File: config.mk
export PLATFORM = sky130hd
export DESIGN_NAME = al422_bam_gen
export DESIGN_NICKNAME = d
export VERILOG_FILES = /design/src/rtl/al422_bam_pkg.sv /design/src/rtl/bam_plane_timer.sv /design/src/rtl/al422_bam_gen.sv
export SDC_FILE = /design/constraint.sdc
export NUM_CORES = 1
export LEC_CHECK = 0
export ABC_CLOCK_PERIOD_IN_PS = 2600
export CORE_ASPECT_RATIO = 0.75
export CORE_MARGIN = 2
export CORE_UTILIZATION = 48
export DETAILED_ROUTE_END_ITERATION = 6
export DONT_BUFFER_PORTS = 1
export PLACE_DENSITY = 0.75
export SLEW_MARGIN = 20
export SYNTH_ARGS = -nofsm -noshare
export SYNTH_HDL_FRONTEND = slang
export SYNTH_SLANG_ARGS = --single-unit
File: constraint.sdc
create_clock -name in_clk -period 2.6 [get_ports in_clk]
set_clock_uncertainty 0.1 [all_clocks]
set_input_delay 0.26 -clock in_clk [delete_from_list [all_inputs] [get_ports in_clk]]
set_output_delay 0.26 -clock in_clk [all_outputs]
set_load 0.005 [all_outputs]
File: src/rtl/al422_bam_pkg.sv
// AL422 BAM generator shared types: FSM state enums, default parameters
// and a clog2 helper. Feature macro: AL422_BAM_DEADTIME_EN.
package al422_bam_pkg;

  localparam int DEF_COLS       = 64;
  localparam int DEF_ROW_BITS   = 5;
  localparam int DEF_PLANES     = 8;
  localparam int DEF_BASE_TICKS = 4;
  localparam int DEF_DEAD_TICKS = 8;

  typedef enum logic [1:0] {
    FIFO_RST,
    SHIFT,
    WAIT,
    LATCH
  } state_e;

  typedef enum logic [1:0] {
    T_IDLE,
    T_BLANK,
    T_RUN
  } tmr_e;

  function automatic int clog2(input int v);
    int r;
    int x;
    r = 0;
    x = v - 1;
    while (x > 0) begin
      r++;
      x = x >> 1;
    end
    return r;
  endfunction

endpackage

File: src/rtl/bam_plane_timer.sv
// Display-period timer: loads BASE_TICKS<<p on start, drives active-low oe
// and reports done. With AL422_BAM_DEADTIME_EN a row change (blank=1) first
// holds oe high for DEAD_TICKS cycles (BLANK phase).
// Ports: clk, rst_n, start, load, [blank], done, oe.
module bam_plane_timer
  import al422_bam_pkg::*;
#(
  parameter int TW = 4
`ifdef AL422_BAM_DEADTIME_EN
  ,
  parameter int DEAD_TICKS = DEF_DEAD_TICKS
`endif
) (
  input  logic          clk,
  input  logic          rst_n,
  input  logic          start,
  input  logic [TW-1:0] load,
`ifdef AL422_BAM_DEADTIME_EN
  input  logic          blank,
`endif
  output logic          done,
  output logic          oe
);

  tmr_e          phase;
  tmr_e          phase_n;
  logic [TW-1:0] cnt;
  logic [TW-1:0] cnt_n;
  logic          oe_n;

`ifdef AL422_BAM_DEADTIME_EN
  localparam int DW = clog2(DEAD_TICKS) + 1;
  logic [DW-1:0] dcnt;
  logic [DW-1:0] dcnt_n;
  logic [TW-1:0] held;
  logic [TW-1:0] held_n;
`endif

  // done = idle, or the current cycle is the last display cycle
  assign done = (phase == T_IDLE) ||
                ((phase == T_RUN) && (cnt == TW'(1)));

  always_comb begin
    phase_n = phase;
    cnt_n   = cnt;
    oe_n    = oe;
`ifdef AL422_BAM_DEADTIME_EN
    dcnt_n  = dcnt;
    held_n  = held;
`endif
    if (start) begin
`ifdef AL422_BAM_DEADTIME_EN
      if (blank && (DEAD_TICKS > 0)) begin
        phase_n = T_BLANK;
        dcnt_n  = DW'(DEAD_TICKS);
        held_n  = load;
      end else
`endif
      begin
        phase_n = T_RUN;
        cnt_n   = load;
        oe_n    = 1'b0;
      end
    end else begin
      unique case (phase)
`ifdef AL422_BAM_DEADTIME_EN
        T_BLANK: begin
          if (dcnt == DW'(1)) begin
            phase_n = T_RUN;
            cnt_n   = held;
            oe_n    = 1'b0;
          end else begin
            dcnt_n = dcnt - 1'b1;
          end
        end
`endif
        T_RUN: begin
          if (cnt == TW'(1)) begin
            phase_n = T_IDLE;
            oe_n    = 1'b1;
          end else begin
            cnt_n = cnt - 1'b1;
          end
        end
        default: ;
      endcase
    end
  end

  always_ff @(posedge clk or negedge rst_n) begin
    if (!rst_n) begin
      phase <= T_IDLE;
      cnt   <= '0;
      oe    <= 1'b1;
`ifdef AL422_BAM_DEADTIME_EN
      dcnt  <= '0;
      held  <= '0;
`endif
    end else begin
      phase <= phase_n;
      cnt   <= cnt_n;
      oe    <= oe_n;
`ifdef AL422_BAM_DEADTIME_EN
      dcnt  <= dcnt_n;
      held  <= held_n;
`endif
    end
  end

endmodule

File: src/rtl/al422_bam_gen.sv
// AL422 FIFO to HUB75 BAM scanner: FIFO reset, 2-cycle pixel shift, latch,
// row/plane sequencing; display timing lives in bam_plane_timer.
// Ports: in_clk, in_nrst, in_data -> al422_nrst_out, al422_re_out,
// led_clk_out, led_lat_out, led_oe_out, led_row, rgb1, rgb2.
// Optional dead time on row change: AL422_BAM_DEADTIME_EN.
module al422_bam_gen
  import al422_bam_pkg::*;
#(
  parameter int COLS       = DEF_COLS,
  parameter int ROW_BITS   = DEF_ROW_BITS,
  parameter int PLANES     = DEF_PLANES,
  parameter int BASE_TICKS = DEF_BASE_TICKS,
  parameter int DEAD_TICKS = DEF_DEAD_TICKS
) (
  input  logic                in_clk,
  input  logic                in_nrst,
  input  logic [7:0]          in_data,
  output logic                al422_nrst_out,
  output logic                al422_re_out,
  output logic                led_clk_out,
  output logic                led_lat_out,
  output logic                led_oe_out,
  output logic [ROW_BITS-1:0] led_row,
  output logic [2:0]          rgb1,
  output logic [2:0]          rgb2
);

  localparam int CW = (clog2(COLS) < 1) ? 1 : clog2(COLS);
  localparam int PW = (clog2(PLANES) < 1) ? 1 : clog2(PLANES);
  localparam int TW = clog2(BASE_TICKS << (PLANES - 1)) + 1;

  state_e              state;
  state_e              state_n;
  logic                ph;
  logic                ph_n;
  logic                armed;
  logic [CW-1:0]       col;
  logic [PW-1:0]       plane;
  logic [ROW_BITS-1:0] row;
  logic                shift_end;
  logic                last_plane;
  logic                last_row;
  logic                tmr_start;
  logic                tmr_done;
  logic [TW-1:0]       tmr_load;
  logic [1:0]          unused_data;

  assign unused_data = in_data[7:6];
  assign last_plane  = (plane == PW'(PLANES - 1));
  assign last_row    = (row == '1);
  assign tmr_start   = (state == LATCH);
  assign tmr_load    = TW'(BASE_TICKS) << plane;

  // ph: 0 = cycle A (read, clk low), 1 = cycle B (clk high)
  always_comb begin
    state_n   = state;
    ph_n      = 1'b0;
    shift_end = (state == SHIFT) && ph && (col == CW'(COLS - 1));
    unique case (state)
      FIFO_RST: begin
        if (armed) state_n = SHIFT;
      end
      SHIFT: begin
        ph_n = ~ph;
        if (shift_end) state_n = tmr_done ? LATCH : WAIT;
      end
      WAIT: begin
        if (tmr_done) state_n = LATCH;
      end
      LATCH: begin
        state_n = (last_plane && last_row) ? FIFO_RST : SHIFT;
      end
      default: state_n = FIFO_RST;
    endcase
  end

  // armed stretches the post-reset FIFO_RST by one cycle
  always_ff @(posedge in_clk or negedge in_nrst) begin
    if (!in_nrst) begin
      state          <= FIFO_RST;
      armed          <= 1'b0;
      ph             <= 1'b0;
      col            <= '0;
      plane          <= '0;
      row            <= '0;
      al422_nrst_out <= 1'b0;
      al422_re_out   <= 1'b1;
      led_clk_out    <= 1'b0;
      led_lat_out    <= 1'b0;
      led_row        <= '0;
      rgb1           <= '0;
      rgb2           <= '0;
    end else begin
      state <= state_n;
      armed <= 1'b1;
      ph    <= ph_n;
      if ((state == SHIFT) && ph) begin
        col <= (col == CW'(COLS - 1)) ? '0 : col + 1'b1;
      end
      if (state == LATCH) begin
        plane <= last_plane ? '0 : plane + 1'b1;
        if (last_plane) row <= row + 1'b1;
      end
      if ((state == SHIFT) && !ph) begin
        rgb1 <= in_data[2:0];
        rgb2 <= in_data[5:3];
      end
      if ((state_n == LATCH) && (plane == '0)) begin
        led_row <= row;
      end
      al422_nrst_out <= (state_n != FIFO_RST);
      al422_re_out   <= !((state_n == SHIFT) && !ph_n);
      led_clk_out    <= (state_n == SHIFT) && ph_n;
      led_lat_out    <= (state_n == LATCH);
    end
  end

`ifdef AL422_BAM_DEADTIME_EN
  logic row_chg;

  always_ff @(posedge in_clk or negedge in_nrst) begin
    if (!in_nrst) begin
      row_chg <= 1'b0;
    end else if (state_n == LATCH) begin
      row_chg <= (plane == '0) && (row != led_row);
    end
  end

  bam_plane_timer #(
    .TW         (TW),
    .DEAD_TICKS (DEAD_TICKS)
  ) u_timer (
    .clk   (in_clk),
    .rst_n (in_nrst),
    .start (tmr_start),
    .load  (tmr_load),
    .blank (row_chg),
    .done  (tmr_done),
    .oe    (led_oe_out)
  );
`else
  localparam int unused_dead = DEAD_TICKS;

  bam_plane_timer #(
    .TW (TW)
  ) u_timer (
    .clk   (in_clk),
    .rst_n (in_nrst),
    .start (tmr_start),
    .load  (tmr_load),
    .done  (tmr_done),
    .oe    (led_oe_out)
  );
`endif

endmodule

==> results of run 1 <==
## worst max-delay path by stage
stage,from,endpoint,slack (ns),cells after the start
6_report,u_timer.cnt[1],led_row[2],0.37,6
5_1_grt,u_timer.cnt[1],led_row[0],0.24,6
4_1_cts,u_timer.cnt[1],led_row[2],0.36,6
3_5_place_dp,u_timer.cnt[1],led_row[2],0.38,6
3_3_place_gp,u_timer.cnt[1],led_row[3],0.45,6
2_1_floorplan,u_timer.cnt[1],led_row[0],0.43,6
## per-layer routing
| metal | routed length [um] | vias to the layer above | track usage (%) |
|---|---|---|---|
| li1 | - | 731 | - |
| met1 | 1990 | 684 | 27.7 |
| met2 | 1780 | 44 | 24.7 |
| met3 | 249 | 5 | 6.50 |
| met4 | 44 | 0 | 5.00 |
| met5 | 0 | - | 0 |
## through the flow
stage	std cells	setup WS, ns	utilization [%]	hold slack, ns	instance area, um^2
floorplan	198	0.435	-	-0.136	2210
global placement	250	0.446	51.0	-0.134	2270
detailed placement	250	0.377	51.0	-0.133	2270
CTS	266	0.356	55.3	0.379	2450
global route	266	0.237	55.3	0.376	2450
finish	266	0.371	55.3	0.362	2450
## placed cells by master, fill, tap and decap left out, types with 5 or more instances in the layout
cell type	netlist	routed
clkbuf_8	0	5
mux2_4	5	5
ha_1	11	11
dfrtp_1	43	43
dlygate4sd3_1	0	7
nand3_1	10	10
xnor2_1	7	7
a21oi_1	8	8
a31oi_1	6	6
nand2_1	16	16
inv_1	6	6
mux2_2	9	9
nor2_1	8	8
o21ai_0	8	8
## layout make-up
type | instances | area (um^2)
fill | 384 | 1990
sequential | 45 | 1130
multi-input combinational | 140 | 1030
timing repair buffer | 10 | 113
tap | 57 | 71.3
clock buffer | 5 | 68.8
clock inverter | 3 | 22.5
inverter | 6 | 22.5
## registers in the layout, indices dropped and copies added (netlist names), 2 cells and up
| signal | count |
|---|---|
| u_timer.cnt | 10 |
| col | 6 |
| led_row | 5 |
| row | 5 |
| plane | 3 |
| rgb1 | 3 |
| rgb2 | 3 |
| state | 2 |
## worst max-delay path, stage by stage, from the launching register on
cell and delay, ns:
dfrtp_1 0.41, inv_1 0.09, ha_1 0.19, or4b_1 0.54, o31ai_4 0.26, nand3_4 0.18
mux2_4 0.35
## cell families (layout without fill, tap and decap cells)
kind of cell	after synthesis	count (layout)
AO/OA/AOI/OAI	36	36
XOR/XNOR	8	8
adder cells (fa/ha/maj)	11	11
buffers and inverters	13	24
flip-flops	45	45
multiplexers	14	14
other	1	1
AND/OR/NAND/NOR	70	70
## where the power goes
part	internal, mW	switching, mW
registers	0.806	0.106
clock network	0.191	0.249
logic	0.159	0.184
==> summary.txt, run 1 <==
Die
  – Die W: slightly above 80 um
  – Die Span Y: 62.7 um
  – # IOs: 26
  – Die outline area: 5160 um^2
  – Placeable Area: 4440 um^2
  – Initial standard-cell utilization of the core: 49.7%
  – Number of placement rows: 21

Clocking
  – Count of H-tree levels built during CTS: 2
  – Insertion delay to the later sink of the worst-skew pair: 0.30 ns
  – Number of sinks on the clock net: 45
  – Root Buffer: clkbuf_8
  – Clk slew on worst S/H paths: about 0.090 ns
  – Maximum count of clock buffers along a single path: 2
  – CTS tree: yes
  – TritonCTS buffer count: 5
  – # Post-CTS Setup Buffers: 0
  – Number of buffers added to fix hold violations after cts: 8
  – Count of instances resized after the clock tree is built: 0

Timing
  – Tightest Pin Transition: 0.559 ns
  – Maximum clock frequency: about 450 MHz
  – Final period utilization: 85.7%
  – RSZ-0062 raised after global routing: false
  – Final hold violation count: 0
  – Worst max-slew margin expressed relative to the limit: 62.6%
  – Setup_tns: 0 ns
  – Final setup violation count: 0
  – Final Max Tran Viols: 0
  – Minimum clock period after layout: roughly 2.2 ns

Worst setup path
  – Depth of the worst register-to-register path: 6
  – Register-to-register path setup slack: 0.37 ns
  – Maximum fanout along the worst path: 5
  – Worst Path Required: ~2.7 ns
  – Data arrival time of the critical path: 2.32 ns
  – Critical R2R Launch: u_timer.cnt[1]
  – Kind of critical path: reg -> reg
  – Capture point of the worst reg-to-reg path: led_row[2]
  – Type of origin of the critical path: flop
  – Endpoint type of the worst setup path: flop

Routing
  – Routed wire length per instance: 15.3 um
  – Total via count in the routed design: 1464
  – ANT nets after route: 0
  – First drt pass iteration count: 4
  – Number of design rule violations left after detail routing: 0
  – Total wire length: approximately 4100 um
  – Iteration-0 DRC count of the detailed router: 138
  – Ratio of routed vias to standard cells: 5.50

Synth
  – Count of flip-flops with a built-in enable after synthesis: 0
  – Net count of the mapped netlist: 219
  – Post-synthesis adder-cell area fraction: 6.24%
  – Share of synthesized registers carrying an async set or reset: 100%
  – Average size of a mapped cell: 11.1 um^2
  – Parity-gate share of the synthesized area counting xor and xnor cells: 3.17%
  – Post-Synthesis Cells: around 200
  – Main combinational cell family by area after synthesis: simple AND/OR/NAND/NOR gates
  – Area share of and/or/nand/nor cells after synthesis: 18.1%
  – Cell taking the most area after synthesis: dfrtp_1
  – Main flop type after synthesis: dfrtp_1
  – Synth unique cells: 46
  – Most used standard cells in the synthesized netlist: 43 x dfrtp_1, 16 x nand2_1, 11 x ha_1
  – Post-synthesis compound-gate area fraction: 10.9%
  – Most frequently used cell type in the post-synthesis netlist: dfrtp_1
  – Count of state elements after synthesis: 45
  – Multiplexer area fraction after synthesis: around 8.0%
  – Synthesized area: about 2200 um^2
  – Synth top area share: between 40% and 50%
  – Count of yosys warnings during synthesis: 0
  – Post-synthesis sequential area ratio: 51.1%
  – Synth area leaders: dfrtp_1 49%, ha_1 6.2%, mux2_2 4.6%

Global routing
  – Global routing usage summed across all routing layers: 18.3%
  – Number of antenna violations at the first check in global routing: 0
  – Pin count of the biggest net entering global routing: 46
  – Wire length of the first global-routing pass: between 7000 and 8000 um
  – Vias in the first global route: 1478
  – Overflow after GRT: 0

Hold path
  – Path category of the worst min-delay check: in -> async

Pwr
  – Leakage: 1.12 nW
  – Power per standard cell area: 690 nW/um^2
  – Peak supply drop: 0.000498 V
  – Overall power after layout: 1.69 mW

Final layout
  – Nets@finish: 229
  – Share of cells above drive strength 1: 15.8%
  – Final antenna diode count: 0
  – Area Growth Syn to Fin: 11.2%

Place
  – Routability cong.: 0.873
  – Input/output buffers: 0
  – Half-perimeter wire length after detailed placement: 2660 um

Outcome
  – Run status: completed

Run
  – Number of violations of the max-capacitance limit: 0
No activity file was read; power rests on OpenSTA's default activity.
==> run 2, diff against run 1 <==
Settings changed: ABC_AREA set to 1.
==> summary.txt, run 2 <==
Die
  – # IOs: 26 (unchanged)
  – Placeable Area: 4440 um^2 (unchanged)
  – Die Span Y: 62.6 um (-0.26%)
  – Die W: 82.1 um (-0.27%)
  – Die outline area: 5130 um^2 (-0.54%)
  – Initial standard-cell utilization of the core: 49.4% (-0.28 points)
  – Number of placement rows: 21 (unchanged)

Synth
  – Net count of the mapped netlist: 272 (+24%)
  – Count of flip-flops with a built-in enable after synthesis: 0 (unchanged)
  – Most frequently used cell type in the post-synthesis netlist: nand2_1
  – Synth unique cells: 32 (-30%)
  – Count of yosys warnings during synthesis: 0 (unchanged)
  – Share of synthesized registers carrying an async set or reset: 100% (unchanged)
  – Multiplexer area fraction after synthesis: 1.03% (-7.0 points)
  – Post-synthesis adder-cell area fraction: 6.27% (+0.036 points)
  – Most used standard cells in the synthesized netlist: 73 x nand2_1, 43 x dfrtp_1, 31 x inv_1
  – Average size of a mapped cell: 8.74 um^2 (-22%)
  – Post-synthesis compound-gate area fraction: 8.55% (-2.4 points)
  – Main flop type after synthesis: dfrtp_1
  – Parity-gate share of the synthesized area counting xor and xnor cells: 2.00% (-1.2 points)
  – Cell taking the most area after synthesis: dfrtp_1
  – Main combinational cell family by area after synthesis: simple AND/OR/NAND/NOR gates
  – Synthesized area: 2190 um^2 (-0.57%)
  – Post-synthesis sequential area ratio: 51.4% (+0.29 points)
  – Area share of and/or/nand/nor cells after synthesis: 24.5% (+6.4 points)
  – Post-Synthesis Cells: 251 (+27%)
  – Synth top area share: 49.0% (+0.28 points)
  – Synth area leaders: dfrtp_1 49%, nand2_1 12%, ha_1 6.3%
  – Count of state elements after synthesis: 45 (unchanged)

Clocking
  – Count of H-tree levels built during CTS: 2 (unchanged)
  – TritonCTS buffer count: 5 (unchanged)
  – Count of instances resized after the clock tree is built: 0 (unchanged)
  – Clk slew on worst S/H paths: 0.09 ns (about the same)
  – Root Buffer: clkbuf_8
  – Maximum count of clock buffers along a single path: 2 (unchanged)
  – Number of sinks on the clock net: 45 (unchanged)
  – Number of buffers added to fix hold violations after cts: 8 (unchanged)
  – Insertion delay to the later sink of the worst-skew pair: 0.30 ns (about the same)
  – CTS tree: yes
  – # Post-CTS Setup Buffers: 0 (unchanged)

Worst setup path
  – Top Family by Delay on Critical Path: simple AND/OR/NAND/NOR gates
  – Cell-by-cell listing of the critical path: inv_1, ha_1, nand3_1, nor2_1, nand2_1, nand2_1, nand2_1, o22ai_1, a31oi_1
  – Endpoint type of the worst setup path: flop
  – Depth of the worst register-to-register path: 9 (+3)
  – Most prevalent standard cell on the critical path: nand2_1
  – Critical R2R Launch: u_timer.cnt[1]
  – Type of origin of the critical path: flop
  – Worst Path Required: 2.67 ns (-0.02 ns)
  – Register-to-register path setup slack: 0.66 ns (+0.29 ns)
  – Maximum fanout along the worst path: 13 (+8)
  – Crit path buffers/inverters: 1 (unchanged)
  – Data arrival time of the critical path: 2.01 ns (-0.31 ns)
  – Slowest stage cell, crit path: dfrtp_1
  – Capture point of the worst reg-to-reg path: u_timer.cnt[5]
  – Largest stage delay on the critical path: 0.37 ns (-0.17 ns)
  – Kind of critical path: reg -> reg

Global routing
  – Vias in the first global route: 1608 (+8.8%)
  – Number of antenna violations at the first check in global routing: 0 (unchanged)
  – Pin count of the biggest net entering global routing: 46 (unchanged)
  – Wire length of the first global-routing pass: 7400 um (+5.0%)
  – Overflow after GRT: 0 (unchanged)
  – Global routing usage summed across all routing layers: 19.0% (+0.68 points)

Pwr
  – Power per standard cell area: 772 nW/um^2 (+12%)
  – Overall power after layout: 1.93 mW (+14%)
  – Comb pwr share: 19.0% (-1.2 points)
  – Clk pwr share: 32.6% (+6.6 points)
  – Leakage: 1.31 nW (+17%)
  – Seq pwr share: 48.5% (-5.3 points)
  – Net switching component of the power: 0.585 mW (+8.6%)
  – Sw frac: 30.3% (-1.5 points)
  – Internal power consumption: 1.35 mW (+17%)
  – Peak supply drop: 0.000330 V (-34%)

Routing
  – Met3 WL: 206 um (-17%)
  – First drt pass iteration count: 4 (unchanged)
  – Iteration-0 DRC count of the detailed router: 91 (-34%)
  – Length of routed wiring on met1: 1980 um (-0.50%)
  – Routed wire length per instance: 13.0 um (-15%)
  – Top metal layer carrying routed signals: met4
  – ANT nets after route: 0 (unchanged)
  – Routed length on met2: 2000 um (+12%)
  – Total via count in the routed design: 1662 (+14%)
  – Number of design rule violations left after detail routing: 0 (unchanged)
  – Ratio of routed vias to standard cells: 5.13 (-6.8%)
  – Total wire length: 4220 um (+3.7%)

Final layout
  – Biggest register: u_timer.cnt
  – Most common cell after layout, fill and taps aside: nand2_1
  – Leading cell types in the layout, fill and taps excluded: 73 x nand2_1, 43 x dfrtp_1, 31 x inv_1
  – Filler instances: 375 (-2.3%)
  – Area Growth Syn to Fin: 14.0%
  – Final antenna diode count: 0 (unchanged)
  – Number of flip-flops in the largest register: 10 (unchanged)
  – Share of cells above drive strength 1: 10.5% (-5.3 points)
  – Registers with the highest flip-flop counts: u_timer.cnt (10), col (6)
  – Nets@finish: 287 (+25%)
  – Share of the core filled with cells: 56.4% (+1.1 points)

Run
  – Number of violations of the max-capacitance limit: 0 (unchanged)

Place
  – Input/output buffers: 0 (unchanged)
  – Half-perimeter wire length after detailed placement: 2860 um (+7.5%)
  – Pre-CTS setup slack: 0.716 ns (+0.339 ns)
  – Routability cong.: 0.801 (-8.3%)

Timing
  – RSZ-0062 raised after global routing: false
  – Final hold violation count: 0 (unchanged)
  – Final setup slack of the worst path: 0.663 ns (+0.291 ns)
  – Final period utilization: 74.5% (-11 points)
  – Final Max Tran Viols: 0 (unchanged)
  – Maximum clock frequency: 516 MHz (+15%)
  – Final setup violation count: 0 (unchanged)
  – Setup_tns: 0 ns (unchanged)
  – Minimum clock period after layout: 1.94 ns (-0.291 ns)

Hold path
  – Path category of the worst min-delay check: in -> async

Outcome
  – Run status: completed
[run 2: final cells by class]
class	count	area (um^2)	share of cell area [%]
clock inverters	3	65.1	2.60
repair buffers	10	113	4.50
inverters	33	124	4.95
well taps	57	71.3	2.85
flip-flops and latches	45	1130	45.1
clock buffers	5	68.8	2.75
multi-input cells	171	932	37.3
[run 2: how the worst max path moves through the flow]
stage,start,endpoint,slack [ns],cells after the start
global placement,u_timer.cnt[1],u_timer.cnt[5],0.75,9
CTS,u_timer.cnt[1],u_timer.cnt[5],0.68,9
detailed placement,u_timer.cnt[1],u_timer.cnt[5],0.72,9
global route,u_timer.cnt[1],u_timer.cnt[5],0.47,9
floorplan,row[0],led_row[0],0.98,13
finish,u_timer.cnt[1],u_timer.cnt[5],0.66,9
[run 2: power groups by stage]
stage                     sequential [mW]  clock [mW]  combinational, mW
after floorplan                     0.925           0              0.269
after global placement              0.945           0              0.323
after detailed placement            0.950           0              0.338
after CTS                           0.938       0.639              0.371
after global routing                0.954       0.670              0.438
final                               0.936       0.629              0.366
[run 2: through the flow]
step,area [um^2],hold WS [ns],instances
floorplan,2190,-0.136,251
global placement,2270,-0.134,308
detailed placement,2270,-0.134,308
CTS,2500,0.380,324
global route,2500,0.384,324
finish,2500,0.350,324
[run 2: kinds of logic after synthesis]
family,Yosys count
other cells,1
mux,2
buf+inv,35
fa+ha+maj,11
compound gates,30
flops,45
simple gates,122
xor+xnor,5
[run 2: layer usage]
metal	up-vias	GRT usage, %
met5	-	0
met3	6	6.65
met1	799	26.3
met4	0	3.96
li1	830	-
met2	27	28.9
==> run 3, diff against run 2 <==
Settings changed: ABC_CLOCK_PERIOD_IN_PS 2600 to 1800.
Clock period 2.6 ns to 1.8 ns, I/O delays scaled along.
==> summary.txt, run 3 (synthesized netlist as in run 2, its figures left out) <==
Outcome
  – Run status: completed

Routing
  – Total wire length: 4530 um (+7.4%)
  – Ratio of routed vias to standard cells: 5.11 (-0.39%)
  – Number of design rule violations left after detail routing: 0 (unchanged)
  – ANT nets after route: 0 (unchanged)
  – Iteration-0 DRC count of the detailed router: 127 (+40%)
  – Routed wire length per instance: 13.4 um (+3.3%)
  – First drt pass iteration count: 4 (unchanged)
  – Total via count in the routed design: 1722 (+3.6%)

Pwr
  – Internal power consumption: 1.86 mW (+38%)
  – Clk pwr share: 28.2% (-4.4 points)
  – Sw frac: 32.5% (+2.2 points)
  – Leakage: 1.36 nW (+4.0%)
  – Net switching component of the power: 0.893 mW (+53%)
  – Seq pwr share: 49.8% (+1.3 points)
  – Peak supply drop: 0.000593 V (+79%)
  – Comb pwr share: 22.0% (+3.0 points)
  – Power per standard cell area: 1020 nW/um^2 (+32%)

Final layout
  – Biggest register: u_timer.cnt
  – Share of cells above drive strength 1: 25.4% (+15 points)
  – Area Growth Syn to Fin: 23.4%
  – Most common cell after layout, fill and taps aside: nand2_1
  – Leading cell types in the layout, fill and taps excluded: 64 x nand2_1, 42 x dfrtp_1, 28 x inv_1
  – Nets@finish: 300 (+4.5%)
  – Final antenna diode count: 0 (unchanged)
  – Number of flip-flops in the largest register: 10 (unchanged)
  – Share of the core filled with cells: 61.0% (+4.6 points)
  – Registers with the highest flip-flop counts: u_timer.cnt (10), col (6)

Timing
  – Minimum clock period after layout: 1.68 ns (-0.256 ns)
  – Final period utilization: 93.4% (+19 points)
  – Final Max Tran Viols: 0 (unchanged)
  – Final setup violation count: 0 (unchanged)
  – RSZ-0062 raised after global routing: true
  – Final hold violation count: 0 (unchanged)
  – Maximum clock frequency: 595 MHz (+15%)
  – Final setup slack of the worst path: 0.118 ns (-0.544 ns)

Global routing
  – Global routing usage summed across all routing layers: 18.4% (-0.56 points)
  – Number of antenna violations at the first check in global routing: 0 (unchanged)
  – Pin count of the biggest net entering global routing: 46 (unchanged)
  – Vias in the first global route: 1615 (+0.44%)
  – Overflow after GRT: 0 (unchanged)
  – Wire length of the first global-routing pass: 7310 um (-1.2%)

Die
  – Placeable Area: 4440 um^2 (unchanged)
  – # IOs: 26 (unchanged)
  – Die Span Y: 62.6 um (unchanged)
  – Die W: 82.1 um (unchanged)
  – Initial standard-cell utilization of the core: 49.4% (unchanged)
  – Die outline area: 5130 um^2 (unchanged)
  – Number of placement rows: 21 (unchanged)

Run
  – Number of violations of the max-capacitance limit: 0 (unchanged)

Worst setup path
  – Capture point of the worst reg-to-reg path: led_row[4]
  – Critical R2R Launch: row[1]
  – Most prevalent standard cell on the critical path: nand2_1
  – Top Family by Delay on Critical Path: simple AND/OR/NAND/NOR gates
  – Worst Path Required: 1.94 ns (-0.73 ns)
  – Maximum fanout along the worst path: 5 (-8)
  – Timing endpoint of the critical path: led_row[4]
  – Type of origin of the critical path: flop
  – Critical Path Stages: 13 (+4)
  – Data arrival time of the critical path: 1.82 ns (-0.19 ns)
  – Cell-by-cell listing of the critical path: ha_2, inv_2, nor2_1, ha_2, nand2_1, nand2_1, nand2_2, nand2_2, nand2_4, nand3_4, nor2_4, nand2_1, nand2_1
  – Kind of critical path: reg -> reg
  – Register-to-register path setup slack: 0.12 ns (-0.54 ns)
  – Slowest stage cell, crit path: dfrtp_1
  – Crit path buffers/inverters: 1 (unchanged)
  – Depth of the worst register-to-register path: 13 (+4)
  – Endpoint type of the worst setup path: flop
  – Critical Path Start: row[1]
  – Largest stage delay on the critical path: 0.40 ns (+0.03 ns)

Clocking
  – Root Buffer: clkbuf_8
  – Maximum count of clock buffers along a single path: 2 (unchanged)
  – CTS tree: yes
  – TritonCTS buffer count: 5 (unchanged)
  – Number of sinks on the clock net: 45 (unchanged)
  – Count of H-tree levels built during CTS: 2 (unchanged)
  – Clk slew on worst S/H paths: 0.09 ns (about the same)
  – Insertion delay to the later sink of the worst-skew pair: 0.30 ns (about the same)

Place
  – Pre-CTS setup slack: 0.0400 ns (-0.676 ns)
  – Input/output buffers: 0 (unchanged)
  – Half-perimeter wire length after detailed placement: 2900 um (+1.4%)
  – Routability cong.: 0.836 (+4.4%)

Hold path
  – Path category of the worst min-delay check: in -> async
==> run 3: changes by cell type in the layout (fill, tap and decap cells not counted), sizes merged <==
cell      previous run  this run
buf                  3        16
bufinv               2         1
clkinvlp             0         1
==> run 3: power by group through the flow <==
stage	registers (mW)	logic [mW]	clock network, mW
6_report	1.37	0.605	0.775
5_1_grt	1.39	0.698	0.838
4_1_cts	1.35	0.535	0.795
3_5_place_dp	1.37	0.487	0
3_3_place_gp	1.37	0.469	0
2_1_floorplan	1.34	0.389	0
==> run 3: worst register-to-register path, stage by stage (launching register included) <==
cell and delay (ns):
dfrtp_1 0.40, ha_2 0.19, inv_2 0.05, nor2_1 0.05, ha_2 0.15, nand2_1 0.06, nand2_1 0.06, nand2_2 0.07
nand2_2 0.06, nand2_4 0.07, nand3_4 0.07, nor2_4 0.16, nand2_1 0.07, nand2_1 0.06
==> run 3: worst min path at each step <==
stage	startpoint	to	slack [ns]	cells past startpoint
detailed placement	in_nrst	u_timer.cnt[7]	-0.21	0
floorplan	in_nrst	al422_nrst_out	-0.22	0
finish	in_nrst	u_timer.cnt[2]	0.31	2
global route	in_nrst	col[1]	0.33	2
CTS	in_nrst	u_timer.cnt[8]	0.32	2
global placement	in_nrst	u_timer.cnt[0]	-0.21	0
==> run 3: final cells by class <==
| type | instances | area (um^2) |
|---|---|---|
| Fill cell | 352 | 1730 |
| Multi-Input combinational cell | 171 | 1060 |
| Sequential cell | 45 | 1130 |
| Timing Repair Buffer | 23 | 210 |
| Clock inverter | 3 | 46.3 |
| Clock buffer | 5 | 68.8 |
| Inverter | 33 | 124 |
| Tap cell | 57 | 71.3 |
==> run 3: timing repair <==
action / in CTS / in global routing
endpoints found under the hold margin: 51 / 0
gates resized for setup: 0 / 37
hold buffers: 8 / 0
setup buffers: 0 / 4
setup endpoints to repair: 0 / 11
==> run 3: stage by stage <==
stage               hold WS (ns)  instance area (um^2)  power (mW)  setup TNS [ns]  std cells
finish                     0.313                  2710        2.75               0        337
detailed placement        -0.214                  2340        1.85               0        317
global placement          -0.214                  2340        1.83               0        317
global route               0.326                  2710        2.92         -0.0472        337
CTS                        0.316                  2550        2.68               0        333
floorplan                 -0.216                  2190        1.73               0        251
==> run 3: routing by layer <==
metal / track usage [%] / share of wire (%) / vias up
met5: 0 / 0 / -
met4: 5.83 / 0.75 / 0
met3: 4.77 / 3.2 / 4
met2: 26.7 / 47 / 21
met1: 26.9 / 49 / 839
li1: - / - / 858
